[src/rtl/sha256_msg_sched.sv]
// sha256_msg_sched: SHA-256 message-schedule generator.
// Takes a padded NUM_BLOCKS x 512-bit message. For each block it emits
// W[0..ROUNDS-1], one word per w_valid/w_ready handshake. The words are
// expanded on the fly from a 16-word sliding window.
// Optional feature macro: SCHED_FLUSH_EN adds a 'flush' input. Flush
// aborts the current message like rst, but keeps the message register.
module sha256_msg_sched #(
    parameter  int unsigned NUM_BLOCKS = 2,
    parameter  int unsigned ROUNDS     = 64,
    localparam int unsigned MSG_W      = 512 * NUM_BLOCKS,
    localparam int unsigned BW         = (NUM_BLOCKS > 1) ? $clog2(NUM_BLOCKS) : 1
) (
    input  logic             clk,
    input  logic             rst,
`ifdef SCHED_FLUSH_EN
    input  logic             flush,
`endif
    input  logic [MSG_W-1:0] msg_in,
    input  logic             msg_valid,
    output logic             msg_ready,
    output logic [31:0]      w_out,
    output logic             w_valid,
    input  logic             w_ready,
    output logic [5:0]       w_idx,
    output logic [BW-1:0]    blk_idx,
    output logic             blk_first,
    output logic             blk_last,
    output logic             msg_last
);

    localparam logic [5:0]    LAST_T = 6'(ROUNDS - 1);
    localparam logic [BW-1:0] LAST_B = BW'(NUM_BLOCKS - 1);

    typedef enum logic {
        IDLE,
        RUN
    } state_t;

    state_t            state, state_n;
    logic [MSG_W-1:0]  msg_reg, msg_n;
    logic [31:0]       window   [16];
    logic [31:0]       window_n [16];
    logic [5:0]        w_idx_n;
    logic [BW-1:0]     blk_idx_n;
    logic              abort;

    function automatic logic [31:0] sig0(input logic [31:0] x);
        return {x[6:0], x[31:7]} ^ {x[17:0], x[31:18]} ^ (x >> 3);
    endfunction

    function automatic logic [31:0] sig1(input logic [31:0] x);
        return {x[16:0], x[31:17]} ^ {x[18:0], x[31:19]} ^ (x >> 10);
    endfunction

`ifdef SCHED_FLUSH_EN
    assign abort = flush;
`else
    assign abort = 1'b0;
`endif

    // Outputs come straight from the state, index and window registers
    assign msg_ready = (state == IDLE);
    assign w_valid   = (state == RUN);
    assign w_out     = window[0];
    assign blk_first = w_valid && (w_idx == 6'd0);
    assign blk_last  = w_valid && (w_idx == LAST_T);
    assign msg_last  = blk_last && (blk_idx == LAST_B);

    // Next-state, window-update and message-capture logic
    always_comb begin
        state_n   = state;
        msg_n     = msg_reg;
        w_idx_n   = w_idx;
        blk_idx_n = blk_idx;
        for (int unsigned i = 0; i < 16; i++) begin
            window_n[i] = window[i];
        end

        case (state)
            IDLE: begin
                if (msg_valid) begin
                    msg_n     = msg_in;
                    w_idx_n   = '0;
                    blk_idx_n = '0;
                    state_n   = RUN;
                    for (int unsigned i = 0; i < 16; i++) begin
                        window_n[i] = msg_in[MSG_W - 1 - 32 * i -: 32];
                    end
                end
            end
            RUN: begin
                if (w_ready) begin
                    if (w_idx != LAST_T) begin
                        for (int unsigned i = 0; i < 15; i++) begin
                            window_n[i] = window[i + 1];
                        end
                        window_n[15] = sig1(window[14]) + window[9]
                                     + sig0(window[1]) + window[0];
                        w_idx_n = w_idx + 6'd1;
                    end else if (blk_idx != LAST_B) begin
                        blk_idx_n = blk_idx + 1'b1;
                        w_idx_n   = '0;
                        // The loop over k keeps every part select constant.
                        // The block index only picks which load is used.
                        for (int unsigned k = 0; k < NUM_BLOCKS; k++) begin
                            if (BW'(k) == blk_idx + 1'b1) begin
                                for (int unsigned i = 0; i < 16; i++) begin
                                    window_n[i] = msg_reg[MSG_W - 1 - 512 * k - 32 * i -: 32];
                                end
                            end
                        end
                    end else begin
                        state_n   = IDLE;
                        w_idx_n   = '0;
                        blk_idx_n = '0;
                    end
                end
            end
            default: state_n = IDLE;
        endcase

        // Abort wins over a same-cycle handshake or accept; message kept
        if (abort) begin
            state_n   = IDLE;
            msg_n     = msg_reg;
            w_idx_n   = '0;
            blk_idx_n = '0;
            for (int unsigned i = 0; i < 16; i++) begin
                window_n[i] = '0;
            end
        end
    end

    // State, window, index and message registers with synchronous reset
    always_ff @(posedge clk) begin
        if (rst) begin
            state   <= IDLE;
            msg_reg <= '0;
            w_idx   <= '0;
            blk_idx <= '0;
            for (int unsigned i = 0; i < 16; i++) begin
                window[i] <= '0;
            end
        end else begin
            state   <= state_n;
            msg_reg <= msg_n;
            w_idx   <= w_idx_n;
            blk_idx <= blk_idx_n;
            for (int unsigned i = 0; i < 16; i++) begin
                window[i] <= window_n[i];
            end
        end
    end

endmodule

[config.mk]
export PLATFORM = sky130hd
export DESIGN_NAME = sha256_msg_sched
export DESIGN_NICKNAME = d
export VERILOG_FILES = /design/src/rtl/sha256_msg_sched.sv
export SDC_FILE = /design/constraint.sdc
export NUM_CORES = 2
export LEC_CHECK = 0
export ABC_CLOCK_PERIOD_IN_PS = 8070
export BUFFER_PORTS_ARGS = -buffer_cell sky130_fd_sc_hd__buf_2
export CAP_MARGIN = 20
export CELL_PAD_IN_SITES_DETAIL_PLACEMENT = 1
export CELL_PAD_IN_SITES_GLOBAL_PLACEMENT = 1
export CORE_AREA = 2 2 418 420
export CTS_CLUSTER_DIAMETER = 120
export DETAILED_ROUTE_END_ITERATION = 12
export DIE_AREA = 0 0 420 422
export PLACE_DENSITY_LB_ADDON = 0.1
export SLEW_MARGIN = 15
export SYNTH_ARGS = -nofsm -noshare
export SYNTH_HDL_FRONTEND = slang
export SYNTH_SLANG_ARGS = --single-unit
[constraint.sdc]
create_clock -name clk -period 8.07 [get_ports clk]
set_input_delay 0.4035 -clock clk [delete_from_list [all_inputs] [get_ports clk]]
set_output_delay 0.4035 -clock clk [all_outputs]
set_load 0.03 [all_outputs]
==> metrics <==
period utilisation layout 0.590; global-route layer with the greatest usage met2; Worst Skew 0.0314 ns; CP dominant cell by count fa_1; slowest cell delay on critical path 0.56 ns; post-synthesis area per instance 8.08 um^2; Layout Area Growth over Synthesis 38.1%; met3 Track Usage GR 0.0535; remaining number of nets flagged by the antenna check after routing 0; required time of the critical path 8.76 ns; effective utilization at floorplan 0.277; peak supply drop 0.213 mV; simple-gate area share of the yosys netlist 0.134; arrival time worst endpoint 5.45 ns; Worst setup SP type register; min Tclk post-route 4.76 ns; Power Density 256 mW/mm^2; setup repair after global routing missed its margin no; Largest register FFs 518; maximum achievable frequency 210 MHz; first-pass iteration count of the detailed router 5; insertion delay to the later sink of the worst-skew pair 0.80 ns; CP max FO 5; total clock buffers created by CTS 133; number of top-level design ports 1072; worst hold path class in -> reg; buffer levels on the longest clock path 3; Avg WL per Cell 28.5 um; maximum level of the CTS H-tree 4; detailed-route via count 52100; number of clock sinks 1038; met2 Usage GRT 0.490; Synth Net Count 7041; complex-gate fraction of the synthesized area 0.300; Vias per Instance 5.34; Port-buffer cells 1071; cell taking the most area after synthesis dfxtp_1; total of warnings raised by yosys 0; met1 capacity usage during global routing 0.379; number of global-route vias before repair 52000; horizontal extent of the die 420 um; xor/xnor cell area share of the yosys netlist 0.0247; largest family of logic cells by synthesized area compound AO/OA/AOI/OAI gates; startpoint-to-endpoint class of the critical path reg -> reg; final std cell area, no fill 0.0660 mm^2; Post-Synthesis Cells 5918; total detailed-routing wirelength 278000 um; ranking of synthesized cells by area dfxtp_1 43%, a221oi_1 9.3%, nand2_1 8.5%, a211oi_1 7.4%, a21oi_1 6.1%; wire length of the first global-routing pass 387000 um; non-filler cells, final 9746; critical path endpoint category register; fraction of the yosys area taken by sequential cells 0.435; antenna violations before repair 125; number of maximum-capacitance violations 0; placed cells 8698; post-synthesis register bit count 1038; fraction of registers with async set/reset 0; Die ar. 0.177 mm^2; portion of netlist area occupied by mux cells 0.00178; top cell type's share of synthesized area 0.435; slowest stage cell, crit path fa_1; static power due to leakage 0.0254 uW; Worst-Margin Slew 1.12 ns; CTS tree done; adder-cell share of the synthesized area 0.0346; utilization after layout 0.382; number of flops mapped to enable cells by yosys 0; DP HPWL 195000 um; number of distinct library cells after synthesis 75; count of final setup violators 0; layout cell share with drive strength beyond 1 0.187; All-Layer GR Usage 0.301; CTS clk-pin slew, worst paths 0.06 ns; Root Buffer Master clkbuf_16; final-report hold violation count 0; total gr overflow 0; Resized cells post-CTS 0; die height 422 um; Mapped Area 0.0478 mm^2; post-route setup TNS 0 ns; number of remaining DRC errors 0; number of pins exceeding their max-slew limit in the final report 0; headroom to the max-slew limit 0.251; # nets final 8367; Placed Area 0.0539 mm^2; drt first-iter violations 4168; global placement routability congestion 0.908; flip-flop cell with the highest count after synthesis dfxtp_1; cell breakdown of the critical path xnor2_1 > xnor2_1 > fa_1 > fa_1 > ha_1 > fa_1 > a211oi_1 > nor2_1 > a221oi_4 > a2bb2oi_2 > a21oi_1 > xor2_1 > a221oi_1; run status complete, no violations; pin count of the biggest net entering global routing 191; Core Rows 153; CORE AREA 0.173 mm^2
[metrics by stage]
step                      hold slack [ns]  total power, uW  worst slack (ns)
after CTS                       0.0000471            17000              3.40
after global placement              0.439            10400              3.60
final                              0.0224            16900              3.31
after detailed placement            0.443            10400              3.44
after global routing               0.0105            17700              3.15
after floorplan                     0.426             8630              4.16
[where the power goes]
part           internal, uW  total, uW  switching (uW)
sequential             5550       6030             482
combinational          1700       4580            2880
clock                  3740       6280            2540
total                 11000      16900            5900
[final timing paths]
| kind | start | to | slack [ns] | depth (start not counted) |
|---|---|---|---|---|
| setup / recovery | window[1][210] | window[1][247] | 3.31 | 13 |
| hold / removal | msg_in[737] | window[1][1] | 0.02 | 3 |
| setup reg to reg | window[1][210] | window[1][247] | 3.31 | 13 |
| hold reg to reg | msg_reg[414] | msg_reg[414] | 0.45 | 2 |
[synth_stat cells, types with 27 or more instances]
cell	n
nand2_1	1083
a211oi_1	470
buf_2	94
inv_1	136
xnor2_1	108
o21ai_1	67
a21oi_1	584
ha_1	33
a221oi_1	510
o21ai_0	464
dfxtp_1	1038
nor2_1	503
xor2_1	27
buf_4	37
fa_1	62
clkbuf_1	515
[cells in the final DEF, fill, tap and decap left out, types with 10 or more instances in the layout]
cell and n:
bufinv_16 10, inv_1 136, xnor2_1 108, ha_1 33, diode_2 77, o21ai_0 464
buf_12 17, a21oi_1 584, clkbuf_16 138, xor2_1 27, dfxtp_1 1037, dlygate4sd3_1 734
nand2_1 1082, fa_1 62, buf_2 1070, clkbuf_8 32, buf_4 40, a221oi_1 510
o221ai_1 15, o21ai_1 67, clkinv_2 20, a211oi_1 470, nor2b_1 14, nor2_1 503
clkbuf_1 25
[routing by layer]
layer	routed length (um)	part of all wire	vias to the layer above
li1	-	-	23800
met1	116000	0.42	25900
met2	131000	0.47	1817
met3	15800	0.057	515
met4	14600	0.053	56
met5	334	0.0012	-
[kinds of logic after synthesis]
kind of cell	Yosys count
compound gates	2181
simple gates	1651
flops	1038
buf+inv	810
xor+xnor	135
fa+ha+maj	95
mux	8
[what timing repair did]
| action | 4_1_cts | 5_1_grt |
|---|---|---|
| hold buffers | 734 | 0 |
| setup buffers | 0 | 0 |
| endpoints found under the hold margin | 728 | 0 |
[area by class of cell]
cell class	count	area [um^2]
inverter	138	533
fill	20600	107000
clock inverter	40	520
antenna	77	193
timing repair buffer	1863	13400
multi-input combinational	4070	23700
clock buffer	195	3990
sequential	1038	20800
tap	2325	2910
[worst max-delay path, delay by kind of cell (launching register included)]
kind                       cells  cell delay (ns)
AOI/OAI and AO/OA              5             1.53
adders and majority gates      4             1.73
DFF                            1             0.45
and+or+nand+nor                1             0.18
xor gates and xnor gates       3             0.76
(Power assumes the default switching activity.)
